File: src/rtl/microwave_keypad_loader.sv
// Keypad entry, time validation and serial load/run/pause control for the cascaded countdown timer.
// Optional end-of-cook beep is built when MICROWAVE_BEEP_EN is defined.
module microwave_keypad_loader #(
  parameter int MAX_TENS    = 5,
  parameter int BEEP_CYCLES = 8
) (
  input  logic        clk,
  input  logic        rst,
  input  logic        key_valid,
  input  logic [3:0]  key_code,
  input  logic        start,
  input  logic        stop,
  input  logic        finished,
  output logic        tmr_load,
  output logic [3:0]  tmr_in,
  output logic        tmr_enabled,
  output logic [15:0] entry_bcd,
  output logic [2:0]  entry_count,
  output logic        err,
  output logic        busy,
  output logic        done,
  output logic        beep
);

  typedef enum logic [2:0] {
    IDLE,
    LOAD,
    RUN,
    PAUSE,
    DONE
  } state_t;

  localparam logic [3:0] TENS_LIMIT = 4'(MAX_TENS);

`ifdef MICROWAVE_BEEP_EN
  localparam int             BEEP_W    = (BEEP_CYCLES > 1) ? $clog2(BEEP_CYCLES) : 1;
  localparam logic [BEEP_W-1:0] BEEP_LOAD = BEEP_W'(BEEP_CYCLES - 1);

  logic [BEEP_W-1:0] beep_cnt_reg;
`else
  // No beep hardware; BEEP_CYCLES has no effect in this build.
  assign beep = (BEEP_CYCLES < 0);
`endif

  state_t     state_reg;
  logic [1:0] load_idx_reg;

  logic digit_key;
  logic entry_full;
  logic entry_bad;
  logic any_event;

  assign digit_key  = key_valid && (key_code <= 4'd9);
  assign entry_full = (entry_count == 3'd4);
  assign entry_bad  = (entry_bcd[7:4] > TENS_LIMIT) || (entry_bcd[15:12] > TENS_LIMIT);
  assign any_event  = key_valid || start || stop;

  // Digits go out most-significant first so the first one ends up in minutes-tens.
  function automatic logic [3:0] load_digit(input logic [15:0] bcd, input logic [1:0] idx);
    logic [3:0] d;
    case (idx)
      2'd0:    d = bcd[15:12];
      2'd1:    d = bcd[11:8];
      2'd2:    d = bcd[7:4];
      default: d = bcd[3:0];
    endcase
    return d;
  endfunction

  always_ff @(posedge clk or posedge rst) begin
    if (rst) begin
      state_reg    <= IDLE;
      load_idx_reg <= 2'd0;
      entry_bcd    <= 16'h0000;
      entry_count  <= 3'd0;
      tmr_load     <= 1'b0;
      tmr_in       <= 4'd0;
      tmr_enabled  <= 1'b0;
      err          <= 1'b0;
      busy         <= 1'b0;
      done         <= 1'b0;
`ifdef MICROWAVE_BEEP_EN
      beep         <= 1'b0;
      beep_cnt_reg <= '0;
`endif
    end else begin
      err <= 1'b0;
      case (state_reg)
        IDLE: begin
          if (start && (entry_count != 3'd0)) begin
            if (entry_bad) begin
              err <= 1'b1;
            end else begin
              state_reg    <= LOAD;
              load_idx_reg <= 2'd1;
              tmr_load     <= 1'b1;
              tmr_in       <= load_digit(entry_bcd, 2'd0);
              busy         <= 1'b1;
            end
          end else if (stop) begin
            entry_bcd   <= 16'h0000;
            entry_count <= 3'd0;
          end else if (digit_key && !entry_full) begin
            entry_bcd   <= {entry_bcd[11:0], key_code};
            entry_count <= entry_count + 3'd1;
          end
        end

        LOAD: begin
          // load_idx_reg wraps to 0 after the last digit has been presented.
          if (load_idx_reg == 2'd0) begin
            state_reg   <= RUN;
            tmr_load    <= 1'b0;
            tmr_in      <= 4'd0;
            tmr_enabled <= 1'b1;
          end else begin
            tmr_in       <= load_digit(entry_bcd, load_idx_reg);
            load_idx_reg <= load_idx_reg + 2'd1;
          end
        end

        RUN: begin
          if (finished) begin
            state_reg   <= DONE;
            tmr_enabled <= 1'b0;
            busy        <= 1'b0;
            done        <= 1'b1;
`ifdef MICROWAVE_BEEP_EN
            beep         <= 1'b1;
            beep_cnt_reg <= BEEP_LOAD;
`endif
          end else if (stop) begin
            state_reg   <= PAUSE;
            tmr_enabled <= 1'b0;
          end
        end

        PAUSE: begin
          if (stop) begin
            state_reg   <= IDLE;
            busy        <= 1'b0;
            entry_bcd   <= 16'h0000;
            entry_count <= 3'd0;
          end else if (start) begin
            state_reg   <= RUN;
            tmr_enabled <= 1'b1;
          end
        end

        DONE: begin
          if (any_event) begin
            state_reg   <= IDLE;
            done        <= 1'b0;
            entry_bcd   <= 16'h0000;
            entry_count <= 3'd0;
`ifdef MICROWAVE_BEEP_EN
            beep         <= 1'b0;
            beep_cnt_reg <= '0;
          end else if (beep_cnt_reg != '0) begin
            beep_cnt_reg <= beep_cnt_reg - 1'b1;
          end else begin
            beep <= 1'b0;
`endif
          end
        end

        default: begin
          state_reg   <= IDLE;
          tmr_load    <= 1'b0;
          tmr_in      <= 4'd0;
          tmr_enabled <= 1'b0;
          busy        <= 1'b0;
          done        <= 1'b0;
        end
      endcase
    end
  end

endmodule

File: config.mk
export PLATFORM = sky130hd
export DESIGN_NAME = microwave_keypad_loader
export DESIGN_NICKNAME = d
export VERILOG_FILES = /design/src/rtl/microwave_keypad_loader.sv
export SDC_FILE = /design/constraint.sdc
export NUM_CORES = 1
export LEC_CHECK = 0
export CAP_MARGIN = 20
export CORE_MARGIN = 2
export CORE_UTILIZATION = 53
export DETAILED_ROUTE_END_ITERATION = 6
export PLACE_DENSITY = 0.94
export SLEW_MARGIN = 20
export SYNTH_ARGS = -nofsm -noshare
export SYNTH_HDL_FRONTEND = slang
export SYNTH_SLANG_ARGS = --single-unit
File: constraint.sdc
create_clock -name clk -period 3.4 [get_ports clk]
set_input_delay 0.34 -clock clk [delete_from_list [all_inputs] [get_ports clk]]
set_output_delay 0.34 -clock clk [all_outputs]
set_load 0.01 [all_outputs]
== Word level (Yosys, flattened, before mapping) ==
Index checks and enable logic that the tools add are counted.

* Bits in registers: 33
* Input port bits: 10
* Word-level logic and storage cells: 110

* Add/subtract/negate cells: 2
* $lt $le $gt $ge: 3
* Eq/ne operators: 20
* Mux-type cells: 47
* Bitwise operators: 4
* Reduce and logical (&&, ||, !) cells: 24

{| class="wikitable"
|+ Operator list
! operator !! count
|-
| 16-bit 2-to-1 mux || 5
|-
| 16-bit one-hot mux with 3 select lines || 1
|-
| 3-bit 2-to-1 mux || 12
|-
| 2-bit inequality test, second input constant || 10
|-
| 3-bit one-hot mux with 5 select lines || 1
|-
| 5-bit AND reduction || 3
|-
| 1-bit 2-to-1 mux || 14
|-
| 4-bit 2-to-1 mux || 3
|-
| 4-bit one-hot mux with 3 select lines || 1
|-
| 3-bit inequality test, second input constant || 3
|-
| 3-bit one-hot mux with 3 select lines || 1
|-
| 4-bit by 3-bit > comparator with 1-bit output, second input constant || 2
|-
| 1-bit one-hot mux with 4 select lines || 2
|-
| 4-bit one-hot mux with 2 select lines || 1
|-
| 4-bit AND reduction || 2
|-
| 3-bit by 2-bit equality test with 1-bit output, second input constant || 2
|-
| 3-bit equality test, second input constant || 2
|-
| 2-bit 2-to-1 mux || 3
|-
| 1-bit one-hot mux with 3 select lines || 2
|-
| 3-bit AND reduction || 2
|-
| 6-bit AND reduction || 1
|-
| 3-bit nonzero test || 2
|-
| 3-bit OR reduction || 2
|-
| 4-bit <= comparator, second input constant || 1
|-
| 14 further kinds || 22
|}

== Logic depth before layout (Yosys ltp) ==
* Depth after elaboration: 7
* Depth in mapped cells: 8
* Mapped depth without buffers: 6

== Worst setup path before layout ==
Ideal clock, no wire load.

* Path kind: register -> register
* Start: reg entry_count[0]
* End: reg entry_bcd[12]
* Setup time: 0.121 ns
* Arrival time: 1.701 ns
* Data required time: 3.279 ns
* Setup slack: 1.578 ns
* Stages on the path, launching flop included: 8
* Buffers on the path: 1
* Period minus slack after synthesis: 1.822 ns
* Cell sequence: dfrtp_1 > inv_1 > ha_1 > nand2b_1 > a311oi_1 > o221ai_2 > buf_6 > a22o_1

* Word-level cells in the longest chain between the ends: 5

{| class="wikitable"
|+ Ends and longest elaborated chain
! element !! line !! RTL
|-
| start: declaration || 18 || <nowiki>output logic [2:0] entry_count,</nowiki>
|-
| start signal: assignment || 105 || <nowiki>entry_count <= entry_count + 3'd1;</nowiki>
|-
| 3-bit equality test || 54 || <nowiki>assign entry_full = (entry_count == 3'd4);</nowiki>
|-
| 1-bit logical NOT || 103 || <nowiki>end else if (digit_key && !entry_full) begin</nowiki>
|-
| 1-bit logical AND || 103 ||
|-
| 3-bit inequality test (no source line) || - ||
|-
| 5-bit AND reduction (no source line) (*) || - ||
|-
| end signal: assignment || 104 || <nowiki>entry_bcd <= {entry_bcd[11:0], key_code};</nowiki>
|-
| end: declaration || 17 || <nowiki>output logic [15:0] entry_bcd,</nowiki>
|}

Mark *: on every way between the ends. The rest lies on a longest branch, timed or not.
A chain may end at the register's enable or synchronous reset.

== Worst setup path in the final report ==
* Start: reg state_reg[2]
* End: reg entry_count[0]

* Word-level cells in the longest chain between the ends: 3

{| class="wikitable"
|+ Ends and longest elaborated chain
! element !! line !! RTL
|-
| start: declaration || 45 || <nowiki>state_t state_reg;</nowiki>
|-
| start signal: assignment || 72 || <nowiki>state_reg <= IDLE;</nowiki>
|-
| start signal: assignment || 94 || <nowiki>state_reg <= LOAD;</nowiki>
|-
| start signal: assignment || 112 || <nowiki>state_reg <= RUN;</nowiki>
|-
| 3-bit equality test, or another cell as far along || 88 || <nowiki>case (state_reg)</nowiki>
|-
| 2-bit inequality test (no source line), or another cell as far along || - ||
|-
| 5-bit AND reduction (no source line) || - ||
|}

Several ways; a longest one is shown, not always the timed one.

==> impl_metrics.ini <==
[outcome]
outcome = finished, final reports clean

[timing]
finClkSkew_ns = 0.00825
tightestPinTransition_ns = 0.893
slew_violations = 0
final.period_utilization_pct = 65.1
hold_viol_final = 0
setup_viol = 0
clock.fmax_mhz = 452
finalSetupTns_ns = 0
grt_setup_unrepaired = false
whs_ns = 0.379
relSlewSlack_pct = 40.5
period_needed_ns = 2.21

[pwr]
power.leakage_nw = 0.939
ir_drop_v = 0.000417
comb_power_share_pct = 47.1
internal_power_uw = 968
power_per_cell_area_nw_per_um2 = 757
switchingPower_uw = 663
power_switching_share_pct = 40.6
pwr-share-clk_pct = 15.7
p_seq_share_pct = 37.2
p_total_mw = 1.63

[setup_path]
cp_top_family = compound AO/OA/AOI/OAI gates
crit_required_ns = 3.68
reg2reg_depth = 4
crit_buf_inv = 1
crit_type = register to register
crit_arrival_ns = 2.50
start_kind = register
critPathMaxFanout = 19
rr_startpoint = state_reg[2]$_DFFE_PP0P_
path_cells = inv_1 > o31a_1 > o221ai_2 > mux2_2
r2r_setup_slack_ns = 1.19
cp-end-kind = register
slowest_delay_ns = 0.69
r2r-end = entry_count[0]$_DFFE_PP0P_
cp_slowest_cell = o221ai_2

[die]
die_area_um2 = 3720
core-area_um2 = 3080
dieHeight_um = 61.0
start_util_pct = 55.9
rows = 20
die_w_um = 61.0
io_pins = 39

[global_route]
grt_start_max_net_pins = 34
track_usage_pct = 23.6
antenna_found_initial = 0
grt_pass1_vias = 1376
grt.overflow.total = 0
grt_first_pass_wirelength_um = 6350

[synth]
yosys-top-cells-area = dfrtp_1, a22o_1, ha_1
netlist_instances = 159
yosysUniqueCellTypes = 45
syn-cell-area_um2 = 1720
syn-num-nets = 174
synth_enable_flop_cells = 0
synth_area_leader_cell = dfrtp_1
avgSynthCellArea_um2 = 10.8
async_reset_ff_share_pct = 100
ys_ff_latch = 33
ys_warn_count = 0
synthFlopType = dfrtp_1
synth_top_area_share_pct = 48.0
ys_seq_area_share_pct = 48.0
yosysMostFrequentCell = dfrtp_1
synth_common_cells = dfrtp_1, a22o_1, inv_1

[layout]
regMostFlops = entry_bcd
diodes = 0
reg.largest.list = entry_bcd (16), tmr_in (4)
syn_to_final_growth_pct = 25.2
nets = 208
drive_above_1_share_pct = 9.28
largest_reg_flops = 16
final_util_pct = 70.0

[route]
post-route-drc-count = 0
wl_per_cell_um = 16.7
vias = 1416
drt-initial-drc-count = 88
drtAntennaViolNets = 0
routed_wl_um = 3980
post_drt_via_cell_ratio = 5.95
first_pass_iters = 4

[clock_tree]
ctsHtreeMaxLevel = 2
clk-insertion-delay-late_ns = 0.34
postCtsHoldBufs = 0
cts_resized = 0
cts_buffer_depth = 2
postCtsSetupRepairBufs = 0
numCtsBuffers = 5
cts-root-buf = clkbuf_4
cts_tree = yes
clock-sinks = 33
clkSlewWorstSetupHoldPaths_ns = 0.10

[job]
cap_viol_max_count = 0

[placed_design]
io_buffers = 37
dp_hpwl_um = 2790
gp_congestion = 0.903

[worst_hold_path]
hold_path.class = input pin to async pin
[area by class of cell]
type | count | area (µm²)
fill | 243 | 922
sequential | 33 | 826
multi-input combinational | 103 | 778
timing repair buffer | 39 | 385
clock buffer | 7 | 65.1
tap | 44 | 55.1
inverter | 11 | 41.3
clock inverter | 1 | 5.00
[layer usage]
layer | part of all wire, % | GRT usage, %
met1 | 41 | 29.0
met5 | 0 | 0
met2 | 51 | 39.6
met3 | 6.4 | 7.04
met4 | 1.5 | 8.39
[worst max-delay path by stage]
stage                                     from                         end  slack (ns)  depth (start not counted)
floorplan           entry_count[0]$_DFFE_PP0P_   entry_bcd[12]$_DFFE_PP0P_        1.58                          7
global placement                          stop    state_reg[1]$_DFFE_PP0P_        1.20                          5
detailed placement                       start  entry_count[0]$_DFFE_PP0P_        1.09                          4
CTS                   state_reg[2]$_DFFE_PP0P_  entry_count[0]$_DFFE_PP0P_        1.19                          4
global route          state_reg[2]$_DFFE_PP0P_  entry_count[0]$_DFFE_PP0P_        1.04                          4
finish                state_reg[2]$_DFFE_PP0P_  entry_count[0]$_DFFE_PP0P_        1.19                          4
[cell usage in the layout, fill, tap and decap left out, types with 4 or more instances in the layout]
cell             instances
inv_1                   11
a22oi_1                  4
clkdlybuf4s50_1         37
a21oi_1                  9
o21ai_0                  6
ha_1                     5
clkbuf_4                 5
dfrtp_1                 33
nor2_1                   7
nand2_1                  5
a22o_1                  19
a211oi_1                 5
[tightest hold or removal path, cell delays in order]
cell and delay [ns]:
clkdlybuf4s50_1 0.40, inv_1 0.06, buf_4 0.36
[cells by family after synthesis]
kind of cell               Yosys count  synth area share, %
muxes                                3                 2.18
AOI/OAI and AO/OA                   62                 28.1
and+or+nand+nor                     32                 11.1
adders and majority gates            5                 3.63
other                                1                0.218
buffers and inverters               23                 6.83
DFF                                 33                 48.0
[stage by stage]
step / cells / setup slack, ns / area [µm²]
6_report: 238 / 1.19 / 2160
5_1_grt: 238 / 1.04 / 2160
4_1_cts: 238 / 1.19 / 2160
3_5_place_dp: 230 / 1.09 / 2090
3_3_place_gp: 230 / 1.20 / 2090
2_1_floorplan: 159 / 1.58 / 1720
[power by group through the flow]
stage,clock network (mW),registers [mW],logic (mW)
after floorplan,0,0.586,0.556
after global placement,0,0.603,0.731
after detailed placement,0,0.612,0.766
after CTS,0.259,0.605,0.771
after global routing,0.273,0.623,0.849
final,0.257,0.606,0.769
No activity file was read; power rests on OpenSTA's default activity.
==> variant 1, RTL diff (same flow settings) <==
Build with the macro `MICROWAVE_BEEP_EN` defined.
--- a/src/rtl/microwave_keypad_loader.sv
+++ b/src/rtl/microwave_keypad_loader.sv
@@ -2,2 +2,4 @@
 // Optional end-of-cook beep is built when MICROWAVE_BEEP_EN is defined.
+`define MICROWAVE_BEEP_EN
+
 module microwave_keypad_loader #(
Function: changed (Yosys sat finds a counterexample within 10 cycles, from zero or initial values and one cycle with rst high).
==> variant 1 against the original RTL <==
- non-clock buffer count did not move
- sequential cell count is 4 higher
- critical path depth unchanged
- area after synthesis is 11% higher
- first-iteration DRC count down 20%
- routed wire length grew 6.1%
- cell area increased by 9.0%
- worst setup slack improved by 0.079 ns
- clock power down 9.7%
- final cell count increased by 12%
- power increased by 12%
- sequential share of layout area increased by 1.1 points
- highest routed layer unchanged
==> variant 1: results (changes against the original RTL) <==
| Group | Item | This run | Change |
|:---|:---|:---|:---|
| status | Result of the run | finished clean |  |
| finish | Count of nets after finishing | 237 | +14% |
| placement | Routability congestion estimate | 0.831 | -7.9% |
| grt | Maximum number of pins on one net before global-route repair | 38 | +12% |
| setup path | CP max FO | 24 | +5 |
| detailed routing | Drt via density | 6.08 | +2.2% |
| setup path | Startpoint of the worst setup timing path | state_reg[0] |  |
| grt | First-pass GRT wire length | 7.29 mm | +15% |
| setup path | Crit path max-delay family | flip-flops |  |
| detailed routing | Drt wl/cell | 15.9 µm | -5.1% |
| logic synthesis | Top area cells in the synthesized netlist | dfrtp_1, a22o_1, ha_1, a22oi_1, a21oi_1 |  |
| placement | HPWL Detailed | 2.86 mm | +2.6% |
| setup path | Delay of the slowest cell on the worst path | 0.64 ns | -0.05 ns |
| finish | Total area of sequential cells | 926 µm² | +12% |
| sta | Relative max-transition margin | 0.501 | +0.0963 |
| logic synthesis | Distinct cell type count after synthesis | 42 | -6.7% |
| pwr | Largest voltage drop on the vdd net | 347 µV | -17% |
| finish | Share of cells above drive strength 1 | 0.0636 | -0.0291 |
| setup path | CP max-delay cell | dfrtp_1 |  |
| logic synthesis | Commonest cells post-synth | dfrtp_1, a22o_1, nor2_1, a21oi_1, inv_1 |  |
| logic synthesis | Register area share after synthesis | 0.486 | +0.00623 |
| placement | Post-place instance area | 2290 µm² | +10% |
| placement | Setup slack after placement | 1.17 ns | +0.0796 ns |
| finish | Filler cells | 244 | +0.41% |
| logic synthesis | Synthesized netlist net count | 201 | +16% |
| grt | Via count of the first global-routing pass | 1618 | +18% |
-- variant 1: cell count changes after synthesis, sizes merged, moves of 4 or more --
cell,before,now
a211oi,6,2
dfrtp,33,37
nor2,7,16
a21oi,9,13
a22oi,4,9
-- variant 1: layout make-up --
type | instances | area share
clock buffers | 7 | 0.0234
inverters | 11 | 0.0176
multi-input cells | 126 | 0.375
flip-flops and latches | 37 | 0.394
well taps | 46 | 0.0245
repair buffers | 39 | 0.165
-- variant 1: cells by family after synthesis --
family | after synthesis | share of synthesized area
compound gates | 68 | 0.264
fa+ha+maj | 7 | 0.0460
buf+inv | 21 | 0.0512
flops | 37 | 0.486
mux | 3 | 0.0177
simple gates | 48 | 0.135
-- variant 1: report_power, final --
| part | total [mW] | internal, mW | switching [mW] | leakage, nW |
|---|---|---|---|---|
| clock network | 0.232 | 0.0975 | 0.135 | 0.0314 |
| registers | 0.722 | 0.560 | 0.162 | 0.486 |
| logic | 0.876 | 0.420 | 0.456 | 0.501 |
| total | 1.83 | 1.08 | 0.753 | 1.02 |
-- variant 1: worst reg2reg max path: stages (launching register included) --
cell	delay [ns]
dfrtp_1	0.64
or3_4	0.52
a311o_1	0.35
o211ai_2	0.30
mux2_2	0.28
-- variant 1: through the flow --
step | power [mW] | hold slack (ns) | cells
6_report | 1.83 | 0.378 | 266
2_1_floorplan | 1.32 | 0.480 | 184
3_5_place_dp | 1.60 | 0.476 | 259
3_3_place_gp | 1.57 | 0.463 | 259
4_1_cts | 1.83 | 0.396 | 266
5_1_grt | 1.99 | 0.447 | 266
-- variant 1: per-layer routing --
layer | GRT usage | vias up | part of all wire
li1 | - | 765 | -
met1 | 0.302 | 799 | 0.46
met2 | 0.371 | 46 | 0.48
met3 | 0.0405 | 7 | 0.043
met4 | 0.103 | 0 | 0.017
met5 | 0 | - | 0
==> variant 2, RTL diff (config.mk and constraints unchanged) <==
Made on the original files. Register the output `entry_count` once more, cleared by the reset; this adds one clock of latency there. The other outputs are not delayed to match.
--- a/src/rtl/microwave_keypad_loader.sv
+++ b/src/rtl/microwave_keypad_loader.sv
@@ -34,2 +34,4 @@
 
+  logic [2:0] entry_count_s0;
+
 `ifdef MICROWAVE_BEEP_EN
@@ -53,3 +55,3 @@
   assign digit_key  = key_valid && (key_code <= 4'd9);
-  assign entry_full = (entry_count == 3'd4);
+  assign entry_full = (entry_count_s0 == 3'd4);
   assign entry_bad  = (entry_bcd[7:4] > TENS_LIMIT) || (entry_bcd[15:12] > TENS_LIMIT);
@@ -74,3 +76,3 @@
       entry_bcd    <= 16'h0000;
-      entry_count  <= 3'd0;
+      entry_count_s0 <= 3'd0;
       tmr_load     <= 1'b0;
@@ -89,3 +91,3 @@
         IDLE: begin
-          if (start && (entry_count != 3'd0)) begin
+          if (start && (entry_count_s0 != 3'd0)) begin
             if (entry_bad) begin
@@ -101,6 +103,6 @@
             entry_bcd   <= 16'h0000;
-            entry_count <= 3'd0;
+            entry_count_s0 <= 3'd0;
           end else if (digit_key && !entry_full) begin
             entry_bcd   <= {entry_bcd[11:0], key_code};
-            entry_count <= entry_count + 3'd1;
+            entry_count_s0 <= entry_count_s0 + 3'd1;
           end
@@ -142,3 +144,3 @@
             entry_bcd   <= 16'h0000;
-            entry_count <= 3'd0;
+            entry_count_s0 <= 3'd0;
           end else if (start) begin
@@ -154,3 +156,3 @@
             entry_bcd   <= 16'h0000;
-            entry_count <= 3'd0;
+            entry_count_s0 <= 3'd0;
 `ifdef MICROWAVE_BEEP_EN
@@ -178,2 +180,10 @@
 
+  always_ff @(posedge clk or posedge rst) begin
+    if (rst) begin
+      entry_count <= '0;
+    end else begin
+      entry_count <= entry_count_s0;
+    end
+  end
+
 endmodule
Check against the original RTL: not equivalent (a bounded check fails within 4 cycles, from zero or initial values and one cycle with rst high).
==> variant 2 against the original RTL <==
- clock power is 20% higher
- routed wire length fell by 0.60%
- sequential cell count rose by 3
- sequential share of layout area up 2.4 points
- cell area grew 2.6%
- worst setup slack got worse by 0.14 ns
- synthesized cell count grew 3.1%
- power is 33% higher
- area after synthesis rose by 2.0%
- first-iteration DRC count up 33%
- global-route usage increased by 0.14 points
- largest power group unchanged
- highest routed layer unchanged
==> variant 2: results (changes against the original RTL) <==
| Group | Item | This run | Change |
|:---|:---|:---|:---|
| grt | Maximum number of pins on one net before global-route repair | 37 | +8.8% |
| pwr | Post-layout power | 2.17 mW | +33% |
| finish | Inverter count | 7 | -4 |
| detailed routing | Total length of routed met2 wires | 1.97 mm | -2.4% |
| pwr | Sequential share of power | 0.360 | -0.012 |
| grt | Global-route usage over all layers | 0.238 | +0.00143 |
| finish | Fraction of area in multi-input gates | 0.349 | -0.0120 |
| finish | Nonclk buf count | 38 | -2.6% |
| detailed routing | Drt wl/cell | 16.2 µm | -3.4% |
| detailed routing | Routed length on met1 | 1.69 mm | +2.5% |
| finish | Final-layout non-clock buffer area share | 0.171 | -0.00794 |
| placement | HPWL Detailed | 2.77 mm | -0.53% |
| sta | Relative max-transition margin | 0.394 | -0.0107 |
| status | Result of the run | finished clean |  |
| finish | Share of cells above drive strength 1 | 0.0796 | -0.0132 |
| pwr | Pleak | 0.965 nW | +2.7% |
| detailed routing | Iter 0 DRT Violations | 117 | +33% |
| setup path | Crit path max-delay family | simple AND/OR/NAND/NOR gates |  |
| clock tree | Clock latency reported for the late side of the worst-skew pair | 0.36 ns | +0.02 ns |
| logic synthesis | Distinct cell type count after synthesis | 40 | -11% |
| logic synthesis | Commonest cells post-synth | dfrtp_1, a22o_1, nor2_1, o21ai_0 |  |
| finish | Filler cells | 250 | +2.9% |
| finish | Post-route non-filler standard cell count | 245 | +2.9% |
| clock tree | CTS clk-pin slew, worst paths | 0.12 ns | +0.02 ns |
| detailed routing | Total via count after detailed routing | 1440 | +1.7% |
| setup path | Worst path arrival time | 2.66 ns | +0.16 ns |
| pwr | Switching power summed over all nets | 910 µW | +37% |
| setup path | Worst R2R Path Depth | 5 | +1 |
| setup path | CP max-delay cell | nor4b_4 |  |
## variant 2: worst min-delay path, delay by kind of cell
| kind | cells | cell delay [ns] |
|---|---|---|
| buf+inv | 3 | 0.82 |
## variant 2: kinds of logic after synthesis
group,count (synthesis)
compound gates,60
simple gates,45
flops,36
buf+inv,16
fa+ha+maj,5
mux,1
other cells,1
## variant 2: worst paths after layout
kind	slack [ns]	start	end
worst max-delay path	1.05	state_reg[2]	entry_count_s0[0]
worst min-delay path	0.37	rst	entry_count[2]
worst max register to register	1.05	state_reg[2]	entry_count_s0[0]
worst min register to register	0.42	entry_count_s0[0]	entry_count[0]
max in group asynchronous	2.72	rst	tmr_in[3]
min in group clk	0.42	entry_count_s0[0]	entry_count[0]
## variant 2: through the flow
| stage | util | setup slack [ns] |
|---|---|---|
| after floorplan | - | 1.65 |
| after global placement | 0.687 | 1.02 |
| after detailed placement | 0.687 | 0.907 |
| after CTS | 0.713 | 1.04 |
| after global routing | 0.713 | 0.863 |
| final | 0.713 | 1.05 |
